### config.mk
export PLATFORM = sky130hd
export DESIGN_NAME = reg_writeback_queue
export DESIGN_NICKNAME = d
export VERILOG_FILES = /design/src/rtl/reg_writeback_queue.sv
export SDC_FILE = /design/constraint.sdc
export NUM_CORES = 1
export LEC_CHECK = 0
export BUFFER_PORTS_ARGS = -buffer_cell sky130_fd_sc_hd__buf_2
export CAP_MARGIN = 20
export CORE_AREA = 8 8 105 107
export DETAILED_ROUTE_END_ITERATION = 8
export DIE_AREA = 0 0 113 115
export GPL_ROUTABILITY_DRIVEN = 1
export PLACE_DENSITY = 0.76
export RECOVER_POWER = 50
export SLEW_MARGIN = 10
export SYNTH_ARGS = -nofsm -noshare
export SYNTH_HDL_FRONTEND = slang
export SYNTH_SLANG_ARGS = --single-unit
### constraint.sdc
create_clock -name clk -period 3.2 [get_ports clk]
set_clock_uncertainty 0.1 [all_clocks]
set_input_delay 0.16 -clock clk [delete_from_list [all_inputs] [get_ports clk]]
set_output_delay 0.16 -clock clk [all_outputs]
set_load 0.1 [all_outputs]
### src/rtl/reg_writeback_queue.sv
// Register-file write-side master: accepts ALU and load results through
// valid/ready, buffers them in a shared FIFO and retires one write per clock
// in acceptance order. Also publishes a mask of registers with writes in flight.
module reg_writeback_queue #(
  parameter int DEPTH  = 4,
  parameter int DATA_W = 16,
  parameter int ADDR_W = 3
) (
  input  logic                      clk,
  input  logic                      rst,
  input  logic                      alu_valid,
  output logic                      alu_ready,
  input  logic [ADDR_W-1:0]         alu_addr,
  input  logic [DATA_W-1:0]         alu_data,
  input  logic                      mem_valid,
  output logic                      mem_ready,
  input  logic [ADDR_W-1:0]         mem_addr,
  input  logic [DATA_W-1:0]         mem_data,
  input  logic                      drain_en,
  input  logic                      flush,
  output logic                      sig_regWrite,
  output logic [ADDR_W-1:0]         wr_addr,
  output logic [DATA_W-1:0]         wr_data,
  output logic [(1<<ADDR_W)-1:0]    pending_mask,
  output logic [$clog2(DEPTH):0]    count
);

  localparam int PTR_W = $clog2(DEPTH);
  localparam int CNT_W = PTR_W + 1;

  logic [ADDR_W-1:0] fifo_addr_q [DEPTH];
  logic [DATA_W-1:0] fifo_data_q [DEPTH];

  logic [PTR_W-1:0]  wptr_q, wptr_d;
  logic [PTR_W-1:0]  rptr_q, rptr_d;
  logic [CNT_W-1:0]  count_q, count_d;
  logic              sig_q, sig_d;
  logic [ADDR_W-1:0] wr_addr_q, wr_addr_d;
  logic [DATA_W-1:0] wr_data_q, wr_data_d;

  logic              full, empty, push, pop;
  logic [ADDR_W-1:0] push_addr;
  logic [DATA_W-1:0] push_data;
  logic [PTR_W-1:0]  idx;

  assign full  = (count_q == CNT_W'(DEPTH));
  assign empty = (count_q == '0);

  // Readiness looks only at registered occupancy; a same-cycle pop never frees
  // room for a same-cycle push. Loads win over ALU results.
  assign mem_ready = !rst && !full && !flush;
  assign alu_ready = !rst && !full && !flush && !mem_valid;

  assign push      = (mem_valid && mem_ready) || (alu_valid && alu_ready);
  assign push_addr = mem_valid ? mem_addr : alu_addr;
  assign push_data = mem_valid ? mem_data : alu_data;
  assign pop       = !empty && drain_en && !flush;

  // Next-state for pointers, occupancy and the registered write port
  always_comb begin
    wptr_d    = wptr_q;
    rptr_d    = rptr_q;
    count_d   = count_q;
    sig_d     = 1'b0;
    wr_addr_d = wr_addr_q;
    wr_data_d = wr_data_q;
    if (flush) begin
      rptr_d  = wptr_q;
      count_d = '0;
    end else begin
      if (push) wptr_d = wptr_q + 1'b1;
      if (pop) begin
        rptr_d    = rptr_q + 1'b1;
        sig_d     = 1'b1;
        wr_addr_d = fifo_addr_q[rptr_q];
        wr_data_d = fifo_data_q[rptr_q];
      end
      if (push && !pop)      count_d = count_q + 1'b1;
      else if (!push && pop) count_d = count_q - 1'b1;
    end
  end

  // Control and output registers, cleared asynchronously
  always_ff @(posedge clk or posedge rst) begin
    if (rst) begin
      wptr_q    <= '0;
      rptr_q    <= '0;
      count_q   <= '0;
      sig_q     <= 1'b0;
      wr_addr_q <= '0;
      wr_data_q <= '0;
    end else begin
      wptr_q    <= wptr_d;
      rptr_q    <= rptr_d;
      count_q   <= count_d;
      sig_q     <= sig_d;
      wr_addr_q <= wr_addr_d;
      wr_data_q <= wr_data_d;
    end
  end

  // Entry storage; validity is tracked by the pointers so no reset is needed
  always_ff @(posedge clk) begin
    if (push) begin
      fifo_addr_q[wptr_q] <= push_addr;
      fifo_data_q[wptr_q] <= push_data;
    end
  end

  // Registers with a queued or in-flight write, for reader stall logic
  always_comb begin
    pending_mask = '0;
    idx          = '0;
    for (int i = 0; i < DEPTH; i++) begin
      idx = rptr_q + PTR_W'(i);
      if (CNT_W'(i) < count_q) pending_mask[fifo_addr_q[idx]] = 1'b1;
    end
    if (sig_q) pending_mask[wr_addr_q] = 1'b1;
  end

  assign sig_regWrite = sig_q;
  assign wr_addr      = wr_addr_q;
  assign wr_data      = wr_data_q;
  assign count        = count_q;

endmodule
==> impl_results.md <==
* Die area at 0.0130 mm²
* Max frequency at between 300 and 400 MHz
* Failing checks: max-capacitance violations, max-slew violations
* Synth warn at 0
* Number of remaining DRC errors at 0
* R2r setup slk at 0.60 ns
* Max Cap Viol at 1
* Core Util, Final at 61.4%
* Detailed Place HPWL at 6.93 mm
* DRT iter0 DRCs at 160
* Fin crit share at 87.9%
* Critical Path, Cell by Cell: mux4_1 -> and2_4 -> a32oi_1 -> nand3_1 -> buf_2
* Post-synth EDFFs at 76
* DRT Wirelength at 9.76 mm
* H-tree depth at 3
* Status: finished with violations
* Core Region at 0.00946 mm²
* Max incr delay on CP at roughly 0.74 ns
* Post-CTS Setup Bufs at 0
* Share of cells above drive strength 1 at 36.6%
* Clock slew at reported path FFs at 0.11 ns
* Crit-path max FO at 20
* Fillers at between 700 and 800
* RSZ-0062 raised after global routing: no
* Worst slew margin at -7.32%
* Vias per cell at 5.73
* Post-route worst setup slack at 0.386 ns
* Largest net degree at the start of global routing at 28
* Via count at 2875
* CTS sink count at around 100
* Worst-margin pin slew at about 1.6 ns
* Later-pin clock latency in the skew report at 0.36 ns
* Hold crit path type: primary input to flip-flop
* Syn nets at 348
* Most used DFF post-synth: edfxtp_1
* Initial Utilization at 52.6%
* Critical path class: flip-flop to output port
* Initial antenna violation count at 0
* Antenna cells at 0
* Setup crit start kind: flip-flop
* Max clock buf depth at 2
* CTS buffer count at 9
* Aggregate global-route resource usage at 15.7%
* Synth Cell Area at between 0.004 and 0.005 mm²
* Boundary Pins at 77
* DR pass1 iterations at 4
* Die height at 115 µm
* Hold Fails Final Rpt at 0
* Slowest cell on crit path: dfrtp_2
* Die span in x at 113 µm
* Worst hold slack at 0.0541 ns
* Post-cts sizing count at 0
* CTS tree: yes
* Setup tns final at 0 ns
* Asr flop ratio synth at 26.2%
* Total congestion overflow at 0
* Crit end category: output port
* Avg WL per Cell at 19.4 µm
* Synth Instances at just under 300
* Seq. cell area at about 0.003 mm²
* FF+latch count, synth at 103
* Crit path required time at 2.94 ns
* Port Buffers at 76
* Cell variety after synth at 45
* Sequential area share after synthesis at 59.4%
* Layout net count at 435
* Area growth syn-to-layout at 16.7%
* Syn_area_per_cell at 16.8 µm²
* CP arrival at about 2.6 ns
* First-pass GRT wire length at 15.8 mm
* Placement Rows at 36
* Multi-input gate area at 0.00188 mm²
* Pre-CTS WS at just over 0.6 ns
* Max-slew violation count at 28
* Routed Antenna Nets at 0
* CTS Hold Bufs at 2
* Final setup violation count at 0
* Final min period at between 2 and 3 ns
* CTS Root Cell: clkbuf_8
* Vias in the first global route at between 3000 and 4000
* Gp weighted congestion at 0.934
## flip-flops by register name (all words and copies together) (netlist names)
register      flops
sig_regWrite      1
wptr_q            2
rptr_q            2
fifo_data_q      64
wr_addr           3
wr_data          16
fifo_addr_q      12
count             3
## layer usage
layer	vias to the layer above	wire (µm)	GRT usage, %
met2	83	4990	26.9
li1	1335	-	-
met5	-	0	0
met4	0	122	4.71
met3	13	524	4.36
met1	1444	4120	19.0
## cell usage after synthesis, drive strengths merged (2+ instances only)
cell,instances,area [µm²]
ha,8,100
a31oi,2,12.5
inv,9,33.8
nand3,11,55.1
o21ai,5,28.8
buf,12,96.3
mux4,28,638
mux2,38,499
edfxtp,76,2280
nor3,4,20.0
and2,7,46.3
nor3b,3,22.5
dfrtp,27,676
a22oi,3,22.5
nor2b,8,60.1
nor2,12,50.1
nor4bb,2,20.0
xnor2,3,26.3
nand2,10,37.5
a32oi,5,43.8
a21oi,9,45.0
## final timing paths
kind	end	from	depth (start not counted)
max	pending_mask[7]	rptr_q[0]	5
min	fifo_data_q[2][10]	alu_data[10]	2
max reg2reg	fifo_data_q[0][5]	count[0]	6
min reg2reg	wr_data[2]	wr_data[2]	1
max in group asynchronous	rptr_q[0]	rst	4
min in group asynchronous	count[2]	rst	4
## critical path, delay by kind of cell, from the launching register on
| family | cells | cell delay [ns] |
|---|---|---|
| compound gates | 1 | 0.16 |
| buf+inv | 1 | 0.30 |
| flops | 1 | 0.74 |
| mux | 1 | 0.72 |
| simple gates | 2 | 0.27 |
## per-stage QoR
stage,instance area [µm²],cells
after floorplan,4980,296
after global placement,5610,484
after detailed placement,5610,484
after CTS,5830,502
after global routing,5810,502
final,5810,502
## layout make-up
type	count	share of cell area [%]
Sequential cell	103	50.9
Clock buffer	9	2.13
Tap cell	114	2.46
Timing Repair Buffer	88	9.97
Clock inverter	7	1.31
Inverter	10	0.732
Multi-Input combinational cell	171	32.4
## logic make-up after synthesis
logic type               Yosys count  synth area share (%)
flip-flops                       103                  59.4
multiplexers                      66                  22.8
AND/OR/NAND/NOR                   61                  7.04
AO/OA/AOI/OAI                     31                  4.70
buffers and inverters             22                  2.79
adder cells (fa/ha/maj)            9                  2.24
XOR/XNOR                           4                 0.980
## layout by cell type, fill, tap and decap left out, drive strengths merged, types with 2 or more instances in the layout
master | netlist | layout
a21oi | 9 | 9
a22oi | 3 | 3
a31oi | 2 | 2
a32oi | 5 | 5
and2 | 7 | 7
buf | 12 | 67
clkbuf | 0 | 28
clkinv | 1 | 2
dfrtp | 27 | 27
dlygate4sd3 | 0 | 2
edfxtp | 76 | 76
ha | 8 | 8
inv | 9 | 13
mux2 | 38 | 38
mux4 | 28 | 28
nand2 | 10 | 10
nand3 | 11 | 11
nor2 | 12 | 12
nor2b | 8 | 8
nor3 | 4 | 4
nor3b | 3 | 3
nor4bb | 2 | 2
o21ai | 5 | 5
xnor2 | 3 | 3
Power is left out: the tool's default activity adds up to more than one toggle a clock period on the data nets, which glitch-free logic cannot reach.
